[config.mk]
export PLATFORM = sky130hd
export DESIGN_NAME = sram_bank_arbiter
export DESIGN_NICKNAME = d
export VERILOG_FILES = /design/src/rtl/sram_bank_arbiter.sv
export SDC_FILE = /design/constraint.sdc
export NUM_CORES = 1
export LEC_CHECK = 0
export CAP_MARGIN = 25
export CORE_ASPECT_RATIO = 1.75
export CORE_MARGIN = 2
export CORE_UTILIZATION = 37
export CTS_BUF_LIST = sky130_fd_sc_hd__clkbuf_4 sky130_fd_sc_hd__clkbuf_8
export DETAILED_ROUTE_END_ITERATION = 10
export PLACE_DENSITY = 0.71
export SYNTH_ARGS = -nofsm -noshare
export SYNTH_HDL_FRONTEND = slang
export SYNTH_SLANG_ARGS = --single-unit
[constraint.sdc]
create_clock -name srclkpos -period 2.7 [get_ports srclkpos]
set_clock_uncertainty 0.05 [all_clocks]
set_input_delay 0.81 -clock srclkpos [delete_from_list [all_inputs] [get_ports srclkpos]]
set_output_delay 0.81 -clock srclkpos [all_outputs]
set_load 0.02 [all_outputs]
[src/rtl/sram_bank_arbiter.sv]
// sram_bank_arbiter
//   Shares one 2-port 16x32 SRAM bank between requester 0 (fetch) and
//   requester 1 (datapath). It arbitrates, decodes 5-bit addresses to
//   one-hot wordlines, sequences the ReadEn/WriteEn pulse and returns read
//   data with a valid strobe.
// Ports
//   srclkpos, rst_n            : clock (rising edge), async active-low reset
//   req/we/addr/wdata[0,1]     : request side; fields stable until gnt
//   gnt/err[0,1]               : accept pulse; err when addr = 31
//   rvalid/rdata[0,1]          : read return; rdata held until next rvalid
//   busy                       : FSM outside IDLE
//   sram_word{A,B}, sram_ReadEn, sram_WriteEn, sram_in : bank controls
//   sram_out{A,B}              : bank read data
module sram_bank_arbiter #(
  parameter int unsigned READ_LAT = 1
) (
  input  logic        srclkpos,
  input  logic        rst_n,
  input  logic        req0,
  input  logic        req1,
  input  logic        we0,
  input  logic        we1,
  input  logic [4:0]  addr0,
  input  logic [4:0]  addr1,
  input  logic [15:0] wdata0,
  input  logic [15:0] wdata1,
  output logic        gnt0,
  output logic        gnt1,
  output logic        err0,
  output logic        err1,
  output logic        rvalid0,
  output logic        rvalid1,
  output logic [15:0] rdata0,
  output logic [15:0] rdata1,
  output logic        busy,
  output logic [31:0] sram_wordA,
  output logic [31:0] sram_wordB,
  output logic        sram_ReadEn,
  output logic        sram_WriteEn,
  output logic [15:0] sram_in,
  input  logic [15:0] sram_outA,
  input  logic [15:0] sram_outB
);

  typedef enum logic [1:0] {S_IDLE, S_ISSUE, S_RECOVER} state_e;

  state_e      state_q, state_d;
  logic        rr_q, rr_d;
  logic [2:0]  cnt_q, cnt_d;
  logic        cap_a_q, cap_a_d;   // port A read in flight for requester 0
  logic        cap_b_q, cap_b_d;   // port B read in flight for requester 1
  logic        rvalid0_q, rvalid0_d, rvalid1_q, rvalid1_d;
  logic [15:0] rdata0_q, rdata0_d, rdata1_q, rdata1_d;
  logic [31:0] word_a_q, word_a_d, word_b_q, word_b_d;
  logic        ren_q, ren_d, wen_q, wen_d;
  logic [15:0] sin_q, sin_d;

  logic idle, contested, g0, g1, slow0, slow1;
  logic [4:0]  waddr;
  logic [15:0] wdat;

  assign idle      = (state_q == S_IDLE);
  // A write shares the single write-data bus, so any write forces a single grant.
  assign contested = req0 & req1 & (we0 | we1);
  // Gated by rst_n so outputs read zero while reset is held.
  assign g0        = rst_n & idle & req0 & (~contested | ~rr_q);
  assign g1        = rst_n & idle & req1 & (~contested |  rr_q);
  // Rows 0 and 31 are not backed by the bank: answered without an access.
  assign slow0     = g0 & (addr0 != 5'd0) & (addr0 != 5'd31);
  assign slow1     = g1 & (addr1 != 5'd0) & (addr1 != 5'd31);
  assign waddr     = slow0 ? addr0  : addr1;
  assign wdat      = slow0 ? wdata0 : wdata1;

  always_comb begin
    state_d   = state_q;
    rr_d      = rr_q;
    cnt_d     = cnt_q;
    cap_a_d   = cap_a_q;
    cap_b_d   = cap_b_q;
    rvalid0_d = 1'b0;
    rvalid1_d = 1'b0;
    rdata0_d  = rdata0_q;
    rdata1_d  = rdata1_q;
    word_a_d  = word_a_q;
    word_b_d  = word_b_q;
    ren_d     = 1'b0;
    wen_d     = 1'b0;
    sin_d     = sin_q;
    case (state_q)
      S_IDLE: begin
        word_a_d = '0;
        word_b_d = '0;
        sin_d    = '0;
        cap_a_d  = 1'b0;
        cap_b_d  = 1'b0;
        if (contested) rr_d = ~rr_q;
        if (g0 & ~we0 & ~slow0) begin rvalid0_d = 1'b1; rdata0_d = '0; end
        if (g1 & ~we1 & ~slow1) begin rvalid1_d = 1'b1; rdata1_d = '0; end
        if (slow0 | slow1) begin
          state_d = S_ISSUE;
          // A slow write is always the only grant this cycle.
          if ((slow0 & we0) | (slow1 & we1)) begin
            wen_d    = 1'b1;
            word_a_d = 32'd1 << waddr;
            word_b_d = 32'd1 << waddr;
            sin_d    = wdat;
          end else begin
            ren_d    = 1'b1;
            word_a_d = slow0 ? (32'd1 << addr0) : '0;
            word_b_d = slow1 ? (32'd1 << addr1) : '0;
            cap_a_d  = slow0;
            cap_b_d  = slow1;
          end
        end
      end
      S_ISSUE: begin
        state_d = S_RECOVER;
        cnt_d   = 3'(READ_LAT - 1);
      end
      S_RECOVER: begin
        if (cnt_q == 3'd0) begin
          state_d  = S_IDLE;
          word_a_d = '0;
          word_b_d = '0;
          sin_d    = '0;
          if (cap_a_q) begin rvalid0_d = 1'b1; rdata0_d = sram_outA; end
          if (cap_b_q) begin rvalid1_d = 1'b1; rdata1_d = sram_outB; end
        end else begin
          cnt_d = cnt_q - 3'd1;
        end
      end
      default: state_d = S_IDLE;
    endcase
  end

  always_ff @(posedge srclkpos or negedge rst_n) begin
    if (!rst_n) begin
      state_q   <= S_IDLE;
      rr_q      <= 1'b0;
      cnt_q     <= '0;
      cap_a_q   <= 1'b0;
      cap_b_q   <= 1'b0;
      rvalid0_q <= 1'b0;
      rvalid1_q <= 1'b0;
      rdata0_q  <= '0;
      rdata1_q  <= '0;
      word_a_q  <= '0;
      word_b_q  <= '0;
      ren_q     <= 1'b0;
      wen_q     <= 1'b0;
      sin_q     <= '0;
    end else begin
      state_q   <= state_d;
      rr_q      <= rr_d;
      cnt_q     <= cnt_d;
      cap_a_q   <= cap_a_d;
      cap_b_q   <= cap_b_d;
      rvalid0_q <= rvalid0_d;
      rvalid1_q <= rvalid1_d;
      rdata0_q  <= rdata0_d;
      rdata1_q  <= rdata1_d;
      word_a_q  <= word_a_d;
      word_b_q  <= word_b_d;
      ren_q     <= ren_d;
      wen_q     <= wen_d;
      sin_q     <= sin_d;
    end
  end

  assign gnt0         = g0;
  assign gnt1         = g1;
  assign err0         = g0 & (addr0 == 5'd31);
  assign err1         = g1 & (addr1 == 5'd31);
  assign rvalid0      = rvalid0_q;
  assign rvalid1      = rvalid1_q;
  assign rdata0       = rdata0_q;
  assign rdata1       = rdata1_q;
  assign busy         = ~idle;
  assign sram_wordA   = word_a_q;
  assign sram_wordB   = word_b_q;
  assign sram_ReadEn  = ren_q;
  assign sram_WriteEn = wen_q;
  assign sram_in      = sin_q;

endmodule

==> flow_metrics.py <==
metrics = {
    "run_status": {
        "outcome": "finished clean",
    },
    "placed_design": {
        "pre_cts_ws_ps": -886,
        "dp.final_hpwl_mm": 14.1,
        "gp_congestion": 0.923,
        "io_buffers": 200,
        "placed_area_um2": 8470,
    },
    "route": {
        "drtIter0Drc": 345,
        "routedWlPerCell_um": 18.5,
        "dr_total_vias": 5664,
        "wl_mm": 19.2,
        "drc": 0,
        "drtAntennaViolNets": 0,
        "viasPerCell": 5.43,
        "drtPass1Iterations": 6,
    },
    "grt": {
        "track_usage_pct": 23.0,
        "grt_max_degree": 81,
        "gr-total-overflow": 0,
        "antenna_found_initial": 0,
        "grt_pass1_wl_mm": 30.4,
        "grt_pass1_vias": 5845,
    },
    "critical_path": {
        "reg2reg_depth": 8,
        "cp.arrival_ps": 1800,
        "worstSetupPathType": "in2out",
        "cp-end-kind": "primary output",
        "critPathMaxStageDelay_ps": 530,
        "crit_required_ps": 1840,
        "crit_slowest_cell": "clkdlybuf4s50_1",
        "crit_fanout": 2,
        "worst_setup_path_start_kind": "input port",
        "crit_chain": "clkdlybuf4s50_1 > nand2_2 > nor3_2 > buf_4",
    },
    "cts": {
        "cts.sinks": 124,
        "htree_levels": 4,
        "cts_inserted_buffers": 17,
        "cts-root-buf": "clkbuf_8",
        "cts.reportedPaths.clkPinSlew_ps": 70,
        "cts_tree": "yes",
        "clkLatencyLatePin_ps": 440,
        "clock_path_buffers": 2,
    },
    "synth": {
        "ys_types": 56,
        "syn_area_per_cell_um2": 9.86,
        "synth_fp_nets": 667,
        "synth.area.top_cells": "dfrtp_1 (54%), nand2_1 (6.8%), o21ai_0 (6.5%)",
        "yosys.area.top_type": "dfrtp_1",
        "ys_seq_elements": 124,
        "yosysSeqAreaShare_pct": 53.8,
        "synth_flop_cell": "dfrtp_1",
        "synth_edf_count": 0,
        "synth_cells": 585,
        "synth_top_area_share_pct": 53.8,
        "synthesis.area_um2": 5770,
        "async_flop_share_pct": 100,
        "yosysWarnings": 0,
    },
    "timing": {
        "slew-limit-headroom_pct": 37.6,
        "finalCriticalPeriod_ps": 2660,
        "postLayoutSetupSlackWorst_ps": 44.1,
        "worst_pin_slew_ps": 937,
        "setup_violations": 0,
        "maxClockFrequency_mhz": 377,
        "fin_crit_sh_pct": 98.4,
        "holdWs_ps": 263,
        "slew_violations": 0,
        "final_hold_viol_count": 0,
        "rsz0062_at_grt": "no",
    },
    "finish": {
        "n_antenna_cell": 0,
        "area_growth_pct": 54.0,
        "final_cell_mix": "clkdlybuf4s50_1 (189), dfrtp_1 (124), nand2_1 (102)",
        "final_nets": 926,
        "fin_util_pct": 58.0,
        "layout_commonest_cell": "clkdlybuf4s50_1",
        "layout-drive-gt1-share_pct": 17.4,
        "fin_area_um2": 8880,
    },
    "power_and_ir_drop": {
        "peakVddDrop_uv": 335,
        "share_seq_of_total_power_pct": 41.3,
        "combPwrFrac_pct": 27.8,
        "leakagePower_nw": 3.81,
        "power_w": 0.00514,
        "power.density_nw_per_um2": 579,
        "switching_power_w": 0.00172,
        "clockPowerShare_pct": 30.9,
        "power.internal_w": 0.00342,
        "swShare_pct": 33.4,
    },
    "floorplanning": {
        "ios": 201,
        "start_util_pct": 37.7,
        "rows": 60,
        "die_height_um": 169,
        "core_um2": 15300,
        "die_w_um": 98.4,
        "dieArea_um2": 16600,
    },
    "job": {
        "cap_violations": 0,
    },
    "worst_hold_path": {
        "hold_path.class": "in2async",
    },
}
==> synth_stat cells, types with 2 or more instances <==
cell and number:
o21ai_0 75, nand3b_1 3, a21o_1 2, o21ai_1 2, nand3_1 28, mux2i_1 16
nand2b_1 6, buf_2 6, inv_1 28, a21oi_1 5, nor2_1 21, buf_6 4
o22ai_1 2, buf_1 3, buf_4 6, o211ai_1 8, o21ai_4 3, a31oi_1 3
dfrtp_1 124, and3_1 3, a22oi_1 16, a32oi_1 10, nor2b_1 8, nor4_1 2
clkbuf_1 22, and2_1 5, o221ai_1 29, nor3_1 10, ha_1 2, nand4_1 4
nand2_1 104
==> stage by stage <==
step / TNS, ps / cells
final: 0 / 1043
after global routing: 0 / 1043
after CTS: 0 / 1043
after detailed placement: -37530 / 1010
after global placement: -33090 / 1010
after floorplan: 0 / 585
==> critical path: cells and delay by family <==
family | cells | cell delay, ps
simple gates | 2 | 290
buf+inv | 2 | 700
==> state kept, by name, summed over array words and instances, names as in the netlist <==
register      count
cap_a_q           1
cap_b_q           1
sram_in          16
sram_WriteEn      1
rdata1           16
sram_wordB       32
cnt_q             3
sram_wordA       32
rvalid1           1
rdata0           16
sram_ReadEn       1
rr_q              1
state_q           2
rvalid0           1
==> metal layers <==
layer | up-vias | global-route usage, % | part of all wire (%)
met1 | 2756 | 25.8 | 38
met3 | 49 | 4.90 | 5.6
met4 | 0 | 11.6 | 4.2
met2 | 252 | 40.6 | 53
met5 | - | 0 | 0
li1 | 2607 | - | -
==> power groups by stage <==
stage          registers (W)  clock network [W]  logic [W]
3_5_place_dp         0.00216                  0    0.00142
5_1_grt              0.00215            0.00171    0.00153
6_report             0.00212            0.00159    0.00143
4_1_cts              0.00212            0.00162    0.00144
2_1_floorplan        0.00233                  0   0.000482
3_3_place_gp         0.00215                  0    0.00139
==> final timing paths <==
| path | endpoint | from | slack (ps) |
|---|---|---|---|
| min in group srclkpos | sram_in[15] | sram_in[15] | 430 |
| hold reg to reg | sram_in[15] | sram_in[15] | 430 |
| max in group asynchronous | sram_wordB[1] | rst_n | 710 |
| hold / removal | rr_q | rst_n | 260 |
| setup reg to reg | sram_wordB[2] | cnt_q[0] | 400 |
| setup / recovery | err1 | addr1[4] | 40 |
==> kinds of logic (layout without fill, tap and decap cells) <==
| logic type | count (synthesis) | count (layout) | share of synthesized area [%] |
|---|---|---|---|
| adder cells (fa/ha/maj) | 2 | 2 | 0.434 |
| flip-flops | 124 | 124 | 53.8 |
| buffers and inverters | 70 | 342 | 5.64 |
| XOR/XNOR | 1 | 1 | 0.152 |
| AND/OR/NAND/NOR | 203 | 203 | 16.2 |
| multiplexers | 16 | 16 | 2.78 |
| AO/OA/AOI/OAI | 169 | 169 | 21.0 |
==> layout make-up <==
class | count | area [um2]
fill | 1378 | 6430
sequential | 124 | 3100
timing repair buffer | 281 | 2650
multi-input combinational | 391 | 2400
clock buffer | 18 | 248
tap | 186 | 233
clock inverter | 14 | 135
inverter | 29 | 111
==> repair_timing <==
| item | in CTS | in global routing |
|---|---|---|
| resized for setup | 34 | 10 |
| buffers inserted | 1 | 0 |
| pin swaps | 3 | 5 |
| endpoints found under the hold margin | 0 | 0 |
| hold buffers | 0 | 0 |
| setup endpoints to repair | 5 | 4 |
No activity file was read; power rests on OpenSTA's default activity.
